`src/rtl/pc_unit_pkg.sv`:
```
// ============================================================================
// Module      : pc_unit_pkg
// Description : Shared processor constants: sequencer states, interrupt
//               vector default and instruction opcodes.
// Revision    : 1.0 - initial release
// ============================================================================
`default_nettype none

package pc_unit_pkg;

    typedef enum logic [1:0] {
        ST_RUN    = 2'd0,
        ST_HALTED = 2'd1,
        ST_ISR    = 2'd2
    } pc_state_e;

    localparam logic [15:0] c_INT_VEC_DEFAULT = 16'h0010;

    localparam logic [3:0] c_OP_NOP         = 4'h0;
    localparam logic [3:0] c_OP_BRANCH      = 4'h1;
    localparam logic [3:0] c_OP_J           = 4'h2;
    localparam logic [3:0] c_OP_JL          = 4'h3;
    localparam logic [3:0] c_OP_RETURN      = 4'h4;
    localparam logic [3:0] c_OP_HALT        = 4'h5;
    localparam logic [3:0] c_OP_INT_ENABLE  = 4'h6;
    localparam logic [3:0] c_OP_INT_DISABLE = 4'h7;
    localparam logic [3:0] c_OP_INT_TRIGGER = 4'h8;

endpackage

`default_nettype wire

```
`src/rtl/ras_stack.sv`:
```
// ============================================================================
// Module      : ras_stack
// Description : Circular return-address stack; a push when full overwrites
//               the oldest entry, a pop when empty is ignored.
// Revision    : 1.0 - initial release
// ============================================================================
`default_nettype none

module ras_stack #(
    parameter int WIDTH = 16,
    parameter int DEPTH = 4
) (
    input  logic             clk,
    input  logic             reset,
    input  logic             push,
    input  logic             pop,
    input  logic [WIDTH-1:0] push_data,
    output logic [WIDTH-1:0] top,
    output logic             full,
    output logic             empty
);

    localparam int AW = $clog2(DEPTH);

    logic [WIDTH-1:0] r_mem [DEPTH];
    logic [AW-1:0]    r_sp;
    logic [AW:0]      r_count;
    logic [AW-1:0]    w_top_idx;

    // r_sp is the next write slot; DEPTH is a power of two so it wraps freely
    assign w_top_idx = r_sp - AW'(1);
    assign top       = r_mem[w_top_idx];
    assign full      = (r_count == (AW+1)'(DEPTH));
    assign empty     = (r_count == '0);

    always_ff @(posedge clk or negedge reset) begin
        if (!reset) begin
            r_sp    <= '0;
            r_count <= '0;
        end else if (push) begin
            r_sp <= r_sp + AW'(1);
            if (!full) begin
                r_count <= r_count + (AW+1)'(1);
            end
        end else if (pop && !empty) begin
            r_sp    <= w_top_idx;
            r_count <= r_count - (AW+1)'(1);
        end
    end

    always_ff @(posedge clk) begin
        if (push) begin
            r_mem[r_sp] <= push_data;
        end
    end

endmodule

`default_nettype wire

```
`src/rtl/pc_unit.sv`:
```
// ============================================================================
// Module      : pc_unit
// Description : Program counter sequencer with branch/jump/return, HALT and
//               single-level interrupt handling backed by a return stack.
// Revision    : 1.0 - initial release
// ============================================================================
`default_nettype none

module pc_unit
    import pc_unit_pkg::*;
#(
    parameter int              PC_W      = 16,
    parameter int              BR_W      = 6,
    parameter int              J_W       = 12,
    parameter int              RAS_DEPTH = 4,
    parameter logic [PC_W-1:0] INT_VEC   = PC_W'(c_INT_VEC_DEFAULT)
) (
    input  logic            clk,
    input  logic            reset,
    input  logic            clk_en,
    input  logic            halt,
    input  logic            branch_taken,
    input  logic [BR_W-1:0] branch_imm,
    input  logic            jump_taken,
    input  logic            jump_link,
    input  logic [J_W-1:0]  jump_imm,
    input  logic            ret,
    input  logic            int_en_cmd,
    input  logic            int_dis_cmd,
    input  logic            int_req,
    output logic [PC_W-1:0] pc,
    output logic            int_active,
    output logic            halted,
    output logic            ras_overflow,
    output logic            ras_underflow
);

    pc_state_e       r_state;
    logic            r_ie;
    logic            r_halt_from_isr;

    logic [PC_W-1:0] w_seq;
    logic [PC_W-1:0] w_br_tgt;
    logic [PC_W-1:0] w_j_tgt;
    logic [PC_W-1:0] w_ras_top;
    logic [PC_W-1:0] w_pc_next;
    logic            w_active;
    logic            w_take_int;
    logic            w_do_ret;
    logic            w_do_jump;
    logic            w_push;
    logic            w_pop;
    logic            w_full;
    logic            w_empty;
    logic            w_ie_cmd;

    assign w_seq    = pc + PC_W'(2);
    assign w_br_tgt = w_seq + ({{(PC_W-BR_W){branch_imm[BR_W-1]}}, branch_imm} << 1);
    assign w_j_tgt  = w_seq + ({{(PC_W-J_W){jump_imm[J_W-1]}}, jump_imm} << 1);
    assign w_ie_cmd = int_dis_cmd ? 1'b0 : (int_en_cmd ? 1'b1 : r_ie);

    always_comb begin
        w_active   = (r_state == ST_RUN) || (r_state == ST_ISR);
        // A halt issued inside the handler still counts as handler context
        w_take_int = r_ie && int_req &&
                     ((r_state == ST_RUN) || ((r_state == ST_HALTED) && !r_halt_from_isr));
        w_do_ret   = w_active && !w_take_int && !halt && ret;
        w_do_jump  = w_active && !w_take_int && !halt && !ret && jump_taken;
        w_push     = clk_en && (w_take_int || (w_do_jump && jump_link));
        w_pop      = clk_en && w_do_ret;

        w_pc_next = w_seq;
        if (w_take_int) begin
            w_pc_next = INT_VEC;
        end else if (!w_active || halt) begin
            w_pc_next = pc;
        end else if (w_do_ret) begin
            w_pc_next = w_empty ? w_seq : w_ras_top;
        end else if (w_do_jump) begin
            w_pc_next = w_j_tgt;
        end else if (branch_taken) begin
            w_pc_next = w_br_tgt;
        end
    end

    ras_stack #(
        .WIDTH (PC_W),
        .DEPTH (RAS_DEPTH)
    ) u_ras (
        .clk       (clk),
        .reset     (reset),
        .push      (w_push),
        .pop       (w_pop),
        .push_data (w_seq),
        .top       (w_ras_top),
        .full      (w_full),
        .empty     (w_empty)
    );

    always_ff @(posedge clk or negedge reset) begin
        if (!reset) begin
            pc              <= '0;
            r_state         <= ST_RUN;
            r_ie            <= 1'b0;
            r_halt_from_isr <= 1'b0;
            int_active      <= 1'b0;
            halted          <= 1'b0;
            ras_overflow    <= 1'b0;
            ras_underflow   <= 1'b0;
        end else if (clk_en) begin
            pc            <= w_pc_next;
            ras_overflow  <= ras_overflow | (w_push & w_full);
            ras_underflow <= ras_underflow | (w_pop & w_empty);
            r_ie          <= w_ie_cmd;
            case (r_state)
                ST_RUN: begin
                    if (w_take_int) begin
                        r_state    <= ST_ISR;
                        int_active <= 1'b1;
                        r_ie       <= 1'b0;
                    end else if (halt) begin
                        r_state         <= ST_HALTED;
                        halted          <= 1'b1;
                        r_halt_from_isr <= 1'b0;
                    end
                end
                ST_ISR: begin
                    if (halt) begin
                        r_state         <= ST_HALTED;
                        halted          <= 1'b1;
                        int_active      <= 1'b0;
                        r_halt_from_isr <= 1'b1;
                    end else if (ret) begin
                        r_state    <= ST_RUN;
                        int_active <= 1'b0;
                        r_ie       <= 1'b1;
                    end
                end
                ST_HALTED: begin
                    if (w_take_int) begin
                        r_state    <= ST_ISR;
                        halted     <= 1'b0;
                        int_active <= 1'b1;
                        r_ie       <= 1'b0;
                    end
                end
                default: begin
                    r_state    <= ST_RUN;
                    int_active <= 1'b0;
                    halted     <= 1'b0;
                end
            endcase
        end
    end

endmodule

`default_nettype wire

```
`config.mk`:
```
export PLATFORM = sky130hd
export DESIGN_NAME = pc_unit
export DESIGN_NICKNAME = d
export VERILOG_FILES = /design/src/rtl/pc_unit_pkg.sv /design/src/rtl/ras_stack.sv /design/src/rtl/pc_unit.sv
export SDC_FILE = /design/constraint.sdc
export NUM_CORES = 1
export LEC_CHECK = 0
export ABC_AREA = 1
export CAP_MARGIN = 0
export CORE_UTILIZATION = 66
export CTS_BUF_LIST = sky130_fd_sc_hd__clkbuf_2 sky130_fd_sc_hd__clkbuf_4 sky130_fd_sc_hd__clkbuf_8
export DETAILED_ROUTE_END_ITERATION = 8
export GPL_ROUTABILITY_DRIVEN = 1
export PLACE_DENSITY = 0.88
export SLEW_MARGIN = 20
export SYNTH_ARGS = -nofsm -noshare
export SYNTH_HDL_FRONTEND = slang
export SYNTH_SLANG_ARGS = --single-unit
```
`constraint.sdc`:
```
create_clock -name clk -period 5.26 [get_ports clk]
set_input_delay 0.526 -clock clk [delete_from_list [all_inputs] [get_ports clk]]
set_output_delay 0.526 -clock clk [all_outputs]
set_load 0.01 [all_outputs]
```
### Word level (Yosys, flattened, before mapping)

Memory sizes are Yosys's and may differ from the RTL's.
Cells that the tools add are included.

* bits in registers: 29
* memory bits (writable): 64
* output and inout bits: 20
* logic and storage cells: 104
* memories: 1

Memories
* u_ras.r_mem: words 4, bits a word 16, read ports 1, clocked after memory_dff 0, wr ports 1, RTL line ras_stack.sv:25 `logic [WIDTH-1:0] r_mem [DEPTH];`

* $add $sub $neg: 7
* equal/unequal tests: 12
* mux-type cells: 37
* bitwise gates (word level): 4
* reductions and logical operators: 33

Operators by type and width (number)
* 16-bit two-way mux: 6
* 16-bit adder: 2
* 16-bit by 2-bit adder with 16-bit output (second input constant): 1
* 1-bit two-way mux: 16
* 2-bit two-way mux: 7
* 1-bit logical AND: 12
* 2-bit inequality test (second input constant): 6
* 3-bit two-way mux: 3
* 1-bit zero test: 6
* 3-bit inequality test (second input constant): 2
* 1-bit case mux with 2 select lines: 3
* 2-bit case mux with 3 select lines: 1
* 3-bit AND reduction: 2
* 5-bit AND reduction: 1
* 1-bit logical OR: 4
* 2-bit AND reduction: 2
* 4-bit AND reduction: 1
* 2-bit nonzero test: 2
* 3-bit by 1-bit adder with 3-bit output (second input constant): 1
* 3-bit equality test (second input constant): 1
* 3-bit zero test: 1
* 1-bit case mux with 3 select lines: 1
* 3-bit by 1-bit subtractor with 3-bit output (second input constant): 1
* 2-bit by 1-bit adder with 2-bit output (second input constant): 1
* 8 further kinds: 10

### Longest topological paths before layout

Gate-level depths: netlist (run 1).

* depth in word-level cells: 14
* mapped depth: 21
* mapped depth without buffers: 21

### Cells and area by module

Synthesis (run 1) repeated with hierarchy kept, for this count alone.

* cells, all modules: 759
* area, all modules: 6145.9 um^2

Modules (own cells, without submodules)
* pc_unit: instances 1, cells each 550, area an instance 3415.8 um^2, seq. area each 600.6 um^2
* ras_stack: instances 1, cells each 209, area an instance 2730.1 um^2, seq. area each 2047.0 um^2

### Worst setup path after synthesis (run 1)

No wires, ideal clock.

* kind: register to register
* start point: register pc[1]
* end point: register pc[15]
* setup time: 117 ps
* arrival: 2492 ps
* path slack: 2651 ps
* cell stages (with the launch flop): 19
* buffers on the path: 0
* clock period less this slack: 2609 ps
* cell sequence: dfrtp_1 -> ha_1 -> nand3_1 -> nor2_1 -> nand2_1 -> xnor2_1 -> ha_1 -> nand2_1 -> nor2_1 -> a21oi_1 -> nand2_1 -> nand2_1 -> nand3_1 -> nand2_1 -> nand3_1 -> nand2_1 -> nand2_1 -> nand2_1 -> nand2_1

* cells in the longest elaborated chain, start to end: 7

Ends and longest elaborated chain
* start, declared: RTL line pc_unit.sv:31 `output logic [PC_W-1:0] pc,`
* start signal, assigned: RTL line pc_unit.sv:111 `pc <= w_pc_next;`
* 16-bit by 2-bit adder with 16-bit output *: RTL line pc_unit.sv:57 `assign w_seq = pc + PC_W'(2);`
* named net u_ras.push_data[11]: RTL line ras_stack.sv:17 `input logic [WIDTH-1:0] push_data,`
* 16-bit adder: RTL line pc_unit.sv:58 `assign w_br_tgt = w_seq + ({{(PC_W-BR_W){branch_imm[BR_W-1]}}, branch_imm} << 1);`
* 16-bit two-way mux: RTL line pc_unit.sv:81 `end else if (branch_taken) begin`
* 16-bit two-way mux *: RTL line pc_unit.sv:79 `end else if (w_do_jump) begin`
* 16-bit two-way mux *: RTL line pc_unit.sv:77 `end else if (w_do_ret) begin`
* 16-bit two-way mux *: RTL line pc_unit.sv:75 `end else if (!w_active || halt) begin`
* 16-bit two-way mux *: RTL line pc_unit.sv:73 `if (w_take_int) begin`

Mark *: on every way through the listed nets, which the timed path passes. The rest lies on a longest branch. The select of a mux whose other input is x is not followed.
A chain may end at the register's enable or synchronous reset.

### Final worst setup path (run 1)

* start point: register pc[5]
* end point: register pc[14]

Same word-level chain as after synthesis.

==> qor.log, run 1 <==
[logic_synthesis] post-synth top area cell sky130_fd_sc_hd__edfxtp_1
[setup_path] critical path peak fanout 8
[placement] placed cell count 899
[setup_path] worst-path cell with the longest stage delay sky130_fd_sc_hd__a21oi_1
[layout] net count of the finished layout 869
[sta] Clock Skews 0.0138 ns
[sta] Max Clk Rate 0.273 GHz
[global_route] antenna violations before repair 0
[sta] Final Hold Slack 0.507 ns
[logic_synthesis] register area share after synthesis 43.7%
[status] run status complete, no violations
[layout] signed area change from the synthesized netlist to the final layout 13.0%
[routing] Routed wire per std cell 19.4 um
[clocking] worst-case clock buffer depth 2
[clocking] clock slew seen by the registers of the worst setup and hold paths 0.10 ns
[layout] Layout Cells excl Fill 915
[layout] antenna cell count 0
[floorplan] die span in x 97.8 um
[logic_synthesis] proportion of synthesized flip-flops having asynchronous set or reset 31.2%
[placement] worst slack at placement 1.74 ns
[sta] setup repair after global routing missed its margin false
[setup_path] Worst path most repeated cell sky130_fd_sc_hd__nand2_1
[pwr] worst supply voltage drop on vdd 0.270 mV
[logic_synthesis] fraction of post-synthesis cell area in the top cell type by area 31.7%
[logic_synthesis] number of standard cells after synthesis 754
[global_route] first-pass GRT wire length 27900 um
[layout] Register Area 2650 um^2
[setup_path] worst path buffer plus inverter count 1
[clocking] count of buffers added by post-CTS timing repair for setup 0
[placement] number of buffers added on ports 48
[setup_path] CP Cell Sequence inv_1 > nor3_1 > a21oi_1 > a21oi_1 > ha_1 > nand2_1 > nor2_1 > nor2_1 > nor2_1 > nor2_1 > nand2_1 > a21oi_1 > o21ai_0 > nand2_1 > nand2_1 > nand2_1 > nand2_1
[routing] Post-Route WL 17700 um
[flow_run] number of maximum-capacitance constraint violations 0
[sta] hold violation count in the final report 0
[logic_synthesis] Syn Area/Cell 8.03 um^2
[logic_synthesis] net count of the mapped netlist 821
[routing] Final ANT Viol Nets 0
[global_route] gr usage total 38.2%
[floorplan] Core Box Area 8810 um^2
[layout] share of cells above drive strength 1 4.96%
[sta] transition at the pin with the smallest max-transition slack 0.989 ns
[setup_path] CP top delay family simple AND/OR/NAND/NOR gates
[placement] dpl cell area 6660 um^2
[sta] Max Slew Vio Count 0
[setup_path] max incr delay on CP 0.78 ns
[floorplan] FP Rows 34
[layout] post-route standard cell area excluding fillers 6840 um^2
[pwr] Leakage Power 3.09 nW
[clocking] number of H-tree levels 3
[layout] multi-input combinational cell area 3030 um^2
[floorplan] height of the die 97.8 um
[clocking] Post-CTS Hold Buffers 0
[routing] DRC viols 0
[routing] routed vias/inst 6.31
[placement] half-perimeter wire length of the detailed placement result 12900 um
[clocking] later-pin clock latency in the skew report 0.37 ns
[routing] first-pass iteration count of the detailed router 6
[pwr] Power per Cell Area 568 nW/um^2
[sta] fin crit share 69.8%
[sta] final critical-path required period 3.67 ns
[clocking] Clock Sinks 93
[setup_path] element type at the critical path start register
[logic_synthesis] number of distinct standard cells referenced by the synthesized netlist 44
[sta] final setup violating endpoints 0
[sta] smallest setup slack after layout 1.59 ns
[floorplan] Die Area 9560 um^2
[setup_path] endpoint type of the worst setup path register
[setup_path] Critical Setup Path Class reg -> reg
[floorplan] Ports 49
[logic_synthesis] number of enable-type register cells in the synthesized netlist 64
[sta] Sum Neg Setup Slack 0 ns
[routing] number of vias in the routed layout 5772
[routing] number of DRC markers after the initial detailed-route iteration 688
[clocking] clock buffers created by TritonCTS 9
[global_route] pin count of the biggest net entering global routing 37
[clocking] clock tree from TritonCTS done
[placement] final RePlAce weighted congestion 0.990
[clocking] number of gates resized after cts 0
[logic_synthesis] largest cells by area after synthesis sky130_fd_sc_hd__edfxtp_1 (32%), sky130_fd_sc_hd__nand2_1 (12%), sky130_fd_sc_hd__dfrtp_1 (12%), sky130_fd_sc_hd__ha_1 (7.2%), sky130_fd_sc_hd__o21ai_0 (5.0%)
[logic_synthesis] Yosys warning count 0
[logic_synthesis] number of synthesized register bits 93
[hold_path] type of the worst min-delay path reg -> reg
[floorplan] effective utilization at floorplan 68.8%
[setup_path] worst path arrival time 3.92 ns
[clocking] Root Buffer sky130_fd_sc_hd__clkbuf_8
[layout] number of fillers in the final layout 616
[setup_path] required time worst endpoint 5.51 ns
[logic_synthesis] Mapped Area 6060 um^2
[sta] worst-case headroom to the max-slew limit 34.0%
[logic_synthesis] most instantiated flip-flop cell in the synthesis netlist sky130_fd_sc_hd__edfxtp_1
[global_route] via count of the first global-routing pass 5536
[global_route] total grt overflow 0
==> registers in the layout, indices dropped and copies added, names as in the netlist <==
register,flops
ras_overflow,1
r_state,2
pc,16
r_ie,1
halted,1
r_halt_from_isr,1
u_ras.r_mem,64
ras_underflow,1
u_ras.r_sp,2
u_ras.r_count,3
int_active,1
==> stage by stage <==
stage | power (mW) | utilization, %
after floorplan | 2.60 | -
after global placement | 3.25 | 75.6
after detailed placement | 3.33 | 75.6
after CTS | 3.81 | 77.7
after global routing | 4.12 | 77.7
final | 3.89 | 77.7
==> final cells by class <==
type | count | area share [%]
multi-input cells | 563 | 44.2
flip-flops and latches | 93 | 38.7
repair buffers | 57 | 8.01
inverters | 78 | 4.35
well taps | 108 | 1.97
clock buffers | 10 | 1.92
clock inverters | 6 | 0.805
==> worst register-to-register path: cells and delay by family, from the launching register on <==
family	cells	cell delay, ns
flip-flops	1	0.52
AND/OR/NAND/NOR	11	1.38
AO/OA/AOI/OAI	4	1.12
buffers and inverters	1	0.12
adder cells (fa/ha/maj)	1	0.42
==> path summary, 6_finish.rpt <==
path                                                end  slack, ns              startpoint  cells after the start
max                                  pc[14]$_DFFE_PN0P_       1.59       pc[5]$_DFFE_PN0P_                     17
min                              int_active$_DFFE_PN0P_       0.51  int_active$_DFFE_PN0P_                      2
max reg2reg                          pc[14]$_DFFE_PN0P_       1.59       pc[5]$_DFFE_PN0P_                     17
min reg2reg                      int_active$_DFFE_PN0P_       0.51  int_active$_DFFE_PN0P_                      2
max in group asynchronous            pc[14]$_DFFE_PN0P_       4.40                   reset                      2
min in group asynchronous  u_ras.r_count[0]$_DFFE_PN0P_       0.55                   reset                      2
==> cells in the final DEF (no fill, tap or decap), types with 4 or more instances in the layout <==
cell / Yosys / routed
sky130_fd_sc_hd__a21oi_1: 51 / 51
sky130_fd_sc_hd__a221oi_1: 4 / 4
sky130_fd_sc_hd__a31oi_1: 5 / 5
sky130_fd_sc_hd__a32o_1: 7 / 7
sky130_fd_sc_hd__buf_4: 1 / 9
sky130_fd_sc_hd__clkbuf_8: 0 / 9
sky130_fd_sc_hd__clkdlybuf4s50_1: 0 / 48
sky130_fd_sc_hd__dfrtp_1: 29 / 29
sky130_fd_sc_hd__edfxtp_1: 64 / 64
sky130_fd_sc_hd__ha_1: 35 / 35
sky130_fd_sc_hd__inv_1: 73 / 73
sky130_fd_sc_hd__nand2_1: 201 / 201
sky130_fd_sc_hd__nand3_1: 51 / 51
sky130_fd_sc_hd__nand4_1: 8 / 8
sky130_fd_sc_hd__nor2_1: 71 / 71
sky130_fd_sc_hd__nor3_1: 5 / 5
sky130_fd_sc_hd__o21ai_0: 61 / 61
sky130_fd_sc_hd__o21bai_1: 4 / 4
sky130_fd_sc_hd__o22ai_1: 5 / 5
sky130_fd_sc_hd__xnor2_1: 7 / 7
sky130_fd_sc_hd__xor2_1: 13 / 13
==> metal layers <==
| metal | vias to the layer above | share of wire, % | global-route usage (%) |
|---|---|---|---|
| met5 | - | 0 | 0 |
| met4 | 0 | 5.3 | 19.8 |
| met3 | 82 | 11 | 6.44 |
| met2 | 396 | 46 | 62.2 |
| met1 | 2632 | 37 | 49.4 |
| li1 | 2662 | - | - |
==> logic make-up after synthesis <==
logic type | share of synthesized area [%]
buf+inv | 6.30
flops | 43.7
fa+ha+maj | 8.22
compound gates | 14.8
xor+xnor | 2.89
simple gates | 24.0
==> synth_stat cells (5+ instances only) <==
library cell / n
sky130_fd_sc_hd__xnor2_1: 7
sky130_fd_sc_hd__nand2_1: 201
sky130_fd_sc_hd__nor2_1: 71
sky130_fd_sc_hd__o21ai_0: 61
sky130_fd_sc_hd__nor3_1: 5
sky130_fd_sc_hd__dfrtp_1: 29
sky130_fd_sc_hd__edfxtp_1: 64
sky130_fd_sc_hd__a21oi_1: 51
sky130_fd_sc_hd__a31oi_1: 5
sky130_fd_sc_hd__nand3_1: 51
sky130_fd_sc_hd__ha_1: 35
sky130_fd_sc_hd__clkbuf_1: 15
sky130_fd_sc_hd__inv_1: 73
sky130_fd_sc_hd__nand4_1: 8
sky130_fd_sc_hd__xor2_1: 13
sky130_fd_sc_hd__o22ai_1: 5
sky130_fd_sc_hd__a32o_1: 7
==> where the power goes <==
| group | total [mW] | internal, mW | switching [mW] |
|---|---|---|---|
| clock network | 0.466 | 0.187 | 0.279 |
| logic | 2.29 | 0.792 | 1.50 |
| registers | 1.13 | 0.980 | 0.147 |
| total | 3.89 | 1.96 | 1.93 |
No activity file was read; power rests on OpenSTA's default activity.
==> run 2, diff against run 1 <==
--- a/config.mk
+++ b/config.mk
@@ -7,11 +7,11 @@
 export LEC_CHECK = 0
 export ABC_AREA = 1
 export CAP_MARGIN = 0
-export CORE_UTILIZATION = 66
+export CORE_UTILIZATION = 61
 export CTS_BUF_LIST = sky130_fd_sc_hd__clkbuf_2 sky130_fd_sc_hd__clkbuf_4 sky130_fd_sc_hd__clkbuf_8
 export DETAILED_ROUTE_END_ITERATION = 8
 export GPL_ROUTABILITY_DRIVEN = 1
-export PLACE_DENSITY = 0.88
+export PLACE_DENSITY = 0.82
 export SLEW_MARGIN = 20
 export SYNTH_ARGS = -nofsm -noshare
 export SYNTH_HDL_FRONTEND = slang
==> constraint.sdc (replaced) <==
create_clock -name clk -period 3.4 [get_ports clk]
set_input_delay 0.34 -clock clk [delete_from_list [all_inputs] [get_ports clk]]
set_output_delay 0.34 -clock clk [all_outputs]
set_load 0.01 [all_outputs]
==> qor.log, run 2 (synthesis gave the netlist of run 1 again) <==
[layout] net count of the finished layout 877 [+0.92%]
[clocking] clock slew seen by the registers of the worst setup and hold paths 0.09 ns [about the same]
[pwr] Leakage Power 3.14 nW [+1.8%]
[sta] hold violation count in the final report 0 [unchanged]
[placement] final RePlAce weighted congestion 1.04 [+5.0%]
[placement] number of buffers added on ports 48 [unchanged]
[sta] Sum Neg Setup Slack 0 ns [unchanged]
[global_route] pin count of the biggest net entering global routing 36 [-2.7%]
[sta] final setup violating endpoints 0 [unchanged]
[layout] share of cells above drive strength 1 6.27% [+1.3 points]
[pwr] worst supply voltage drop on vdd 0.419 mV [+55%]
[routing] number of DRC markers after the initial detailed-route iteration 484 [-30%]
[floorplan] FP Rows 36 [+5.9%]
[sta] Clock Skews 0.00705 ns [-0.00678 ns]
[routing] number of vias in the routed layout 5620 [-2.6%]
[clocking] number of gates resized after cts 0 [unchanged]
[clocking] count of buffers added by post-CTS timing repair for setup 0 [unchanged]
[layout] number of fillers in the final layout 743 [+21%]
[routing] first-pass iteration count of the detailed router 5 [-1]
[routing] DRC viols 0 [unchanged]
[sta] setup repair after global routing missed its margin true
[global_route] total grt overflow 0 [unchanged]
[setup_path] element type at the critical path start register
[placement] half-perimeter wire length of the detailed placement result 12600 um [-2.8%]
[setup_path] r2r setup slk 0.19 ns [-1.40 ns]
[sta] worst-case headroom to the max-slew limit 43.2% [+9.1 points]
[layout] post-route standard cell area excluding fillers 6970 um^2 [+1.9%]
[layout] commonest non-fill, non-tap cells in the layout sky130_fd_sc_hd__nand2_1 (201), sky130_fd_sc_hd__inv_1 (71), sky130_fd_sc_hd__nor2_1 (69)
[setup_path] Critical Setup Path Class reg -> reg
[global_route] gr usage total 34.6% [-3.5 points]
[sta] final critical-path required period 3.21 ns [-0.461 ns]
[clocking] later-pin clock latency in the skew report 0.36 ns [about the same]
[global_route] first-pass GRT wire length 26400 um [-5.3%]
[floorplan] die span in x 102 um [+3.9%]
[placement] dpl cell area 6750 um^2 [+1.4%]
[clocking] clock tree from TritonCTS done
[floorplan] Core Box Area 9680 um^2 [+10%]
[clocking] Clock Sinks 93 [unchanged]
[layout] signed area change from the synthesized netlist to the final layout 15.1%
[routing] Final ANT Viol Nets 0 [unchanged]
[routing] Routed wire per std cell 18.2 um [-5.9%]
[layout] antenna cell count 0 [unchanged]
[setup_path] critical path peak fanout 8 [unchanged]
[hold_path] type of the worst min-delay path in -> async
[setup_path] end of the worst register-to-register path pc[11]$_DFFE_PN0P_
[sta] transition at the pin with the smallest max-transition slack 0.849 ns [-0.140 ns]
[layout] flip-flop count of the largest register, all copies and words added 64 [unchanged]
[status] run status complete, no violations
[clocking] number of H-tree levels 3 [unchanged]
[clocking] Root Buffer sky130_fd_sc_hd__clkbuf_8
[clocking] worst-case clock buffer depth 2 [unchanged]
[pwr] Power per Cell Area 875 nW/um^2 [+54%]
[sta] fin crit share 94.4% [+25 points]
[routing] Post-Route WL 17200 um [-2.6%]
[layout] Biggest register u_ras.r_mem
[floorplan] Ports 49 [unchanged]
[layout] most frequent standard cell in the layout excluding fill and tap cells sky130_fd_sc_hd__nand2_1
[layout] leading registers by flop count u_ras.r_mem x64, pc x16, u_ras.r_count x3
[setup_path] worst path arrival time 3.51 ns [-0.41 ns]
[flow_run] number of maximum-capacitance constraint violations 0 [unchanged]
[global_route] via count of the first global-routing pass 5254 [-5.1%]
[setup_path] required time worst endpoint 3.71 ns [-1.80 ns]
[setup_path] Reg2Reg Launch Point pc[1]$_DFFE_PN0P_
[routing] routed vias/inst 5.93 [-5.9%]
[sta] Max Slew Vio Count 0 [unchanged]
[floorplan] height of the die 102 um [+3.9%]
[setup_path] endpoint type of the worst setup path register
[floorplan] effective utilization at floorplan 62.5% [-6.2 points]
[sta] Max Clk Rate 0.312 GHz [+14%]
[floorplan] Die Area 10300 um^2 [+8.0%]
[clocking] Post-CTS Hold Buffers 0 [unchanged]
[setup_path] cell count of the worst reg-to-reg path 16 [-1]
[setup_path] critical path startpoint pc[1]$_DFFE_PN0P_
[global_route] antenna violations before repair 0 [unchanged]
[clocking] clock buffers created by TritonCTS 9 [unchanged]
## run 2: critical path: stages (launching register included)
cell                      delay [ns]
sky130_fd_sc_hd__dfrtp_1        0.44
sky130_fd_sc_hd__ha_1           0.25
sky130_fd_sc_hd__xor2_1         0.65
sky130_fd_sc_hd__ha_1           0.40
sky130_fd_sc_hd__nand2_1        0.10
sky130_fd_sc_hd__nand2_1        0.07
sky130_fd_sc_hd__nand3_1        0.08
sky130_fd_sc_hd__nand2_1        0.09
sky130_fd_sc_hd__inv_1          0.08
sky130_fd_sc_hd__nor2_1         0.05
sky130_fd_sc_hd__o21ai_0        0.14
sky130_fd_sc_hd__nand2_1        0.06
sky130_fd_sc_hd__o21ai_0        0.44
sky130_fd_sc_hd__nand2_1        0.09
sky130_fd_sc_hd__nand2_1        0.08
sky130_fd_sc_hd__nand2_1        0.05
sky130_fd_sc_hd__nand2_1        0.06
## run 2: worst max path at each step
stage                               to  slack [ns]  cells past startpoint
global placement    pc[14]$_DFFE_PN0P_        0.27                     18
CTS                 pc[14]$_DFFE_PN0P_        0.22                     18
finish              pc[11]$_DFFE_PN0P_        0.19                     16
global route        pc[15]$_DFFE_PN0P_      -0.008                     19
detailed placement  pc[14]$_DFFE_PN0P_        0.27                     18
floorplan           pc[15]$_DFFE_PN0P_        0.79                     18
## run 2: stage by stage
step	instances	power [mW]	hold WS [ns]	setup WS (ns)	utilization, %
finish	947	6.10	0.382	0.192	72.0
global route	947	6.51	0.417	-0.00804	72.0
CTS	947	6.01	0.390	0.223	71.8
detailed placement	932	5.22	0.466	0.273	69.7
global placement	932	5.14	0.463	0.274	69.7
floorplan	754	4.02	0.0444	0.791	-
## run 2: layout make-up
class                      instances  area (um^2)  area share (%)
timing repair buffer              65          608            8.72
inverter                          78          298            4.27
sequential                        93         2650            38.0
clock buffer                       9          124            1.78
tap                              133          166            2.39
multi-input combinational        563         3050            43.7
clock inverter                     6         85.1            1.22
## run 2: per-layer routing
layer  GRT usage (%)  share of wire [%]
met5               0                  0
met3            5.31                8.2
met4            20.1                5.1
met1            42.8                 39
met2            57.8                 48
## run 2: report_power, final
group	internal, mW	switching, mW
sequential	1.52	0.209
clock	0.410	0.379
combinational	1.26	2.32
total	3.19	2.91
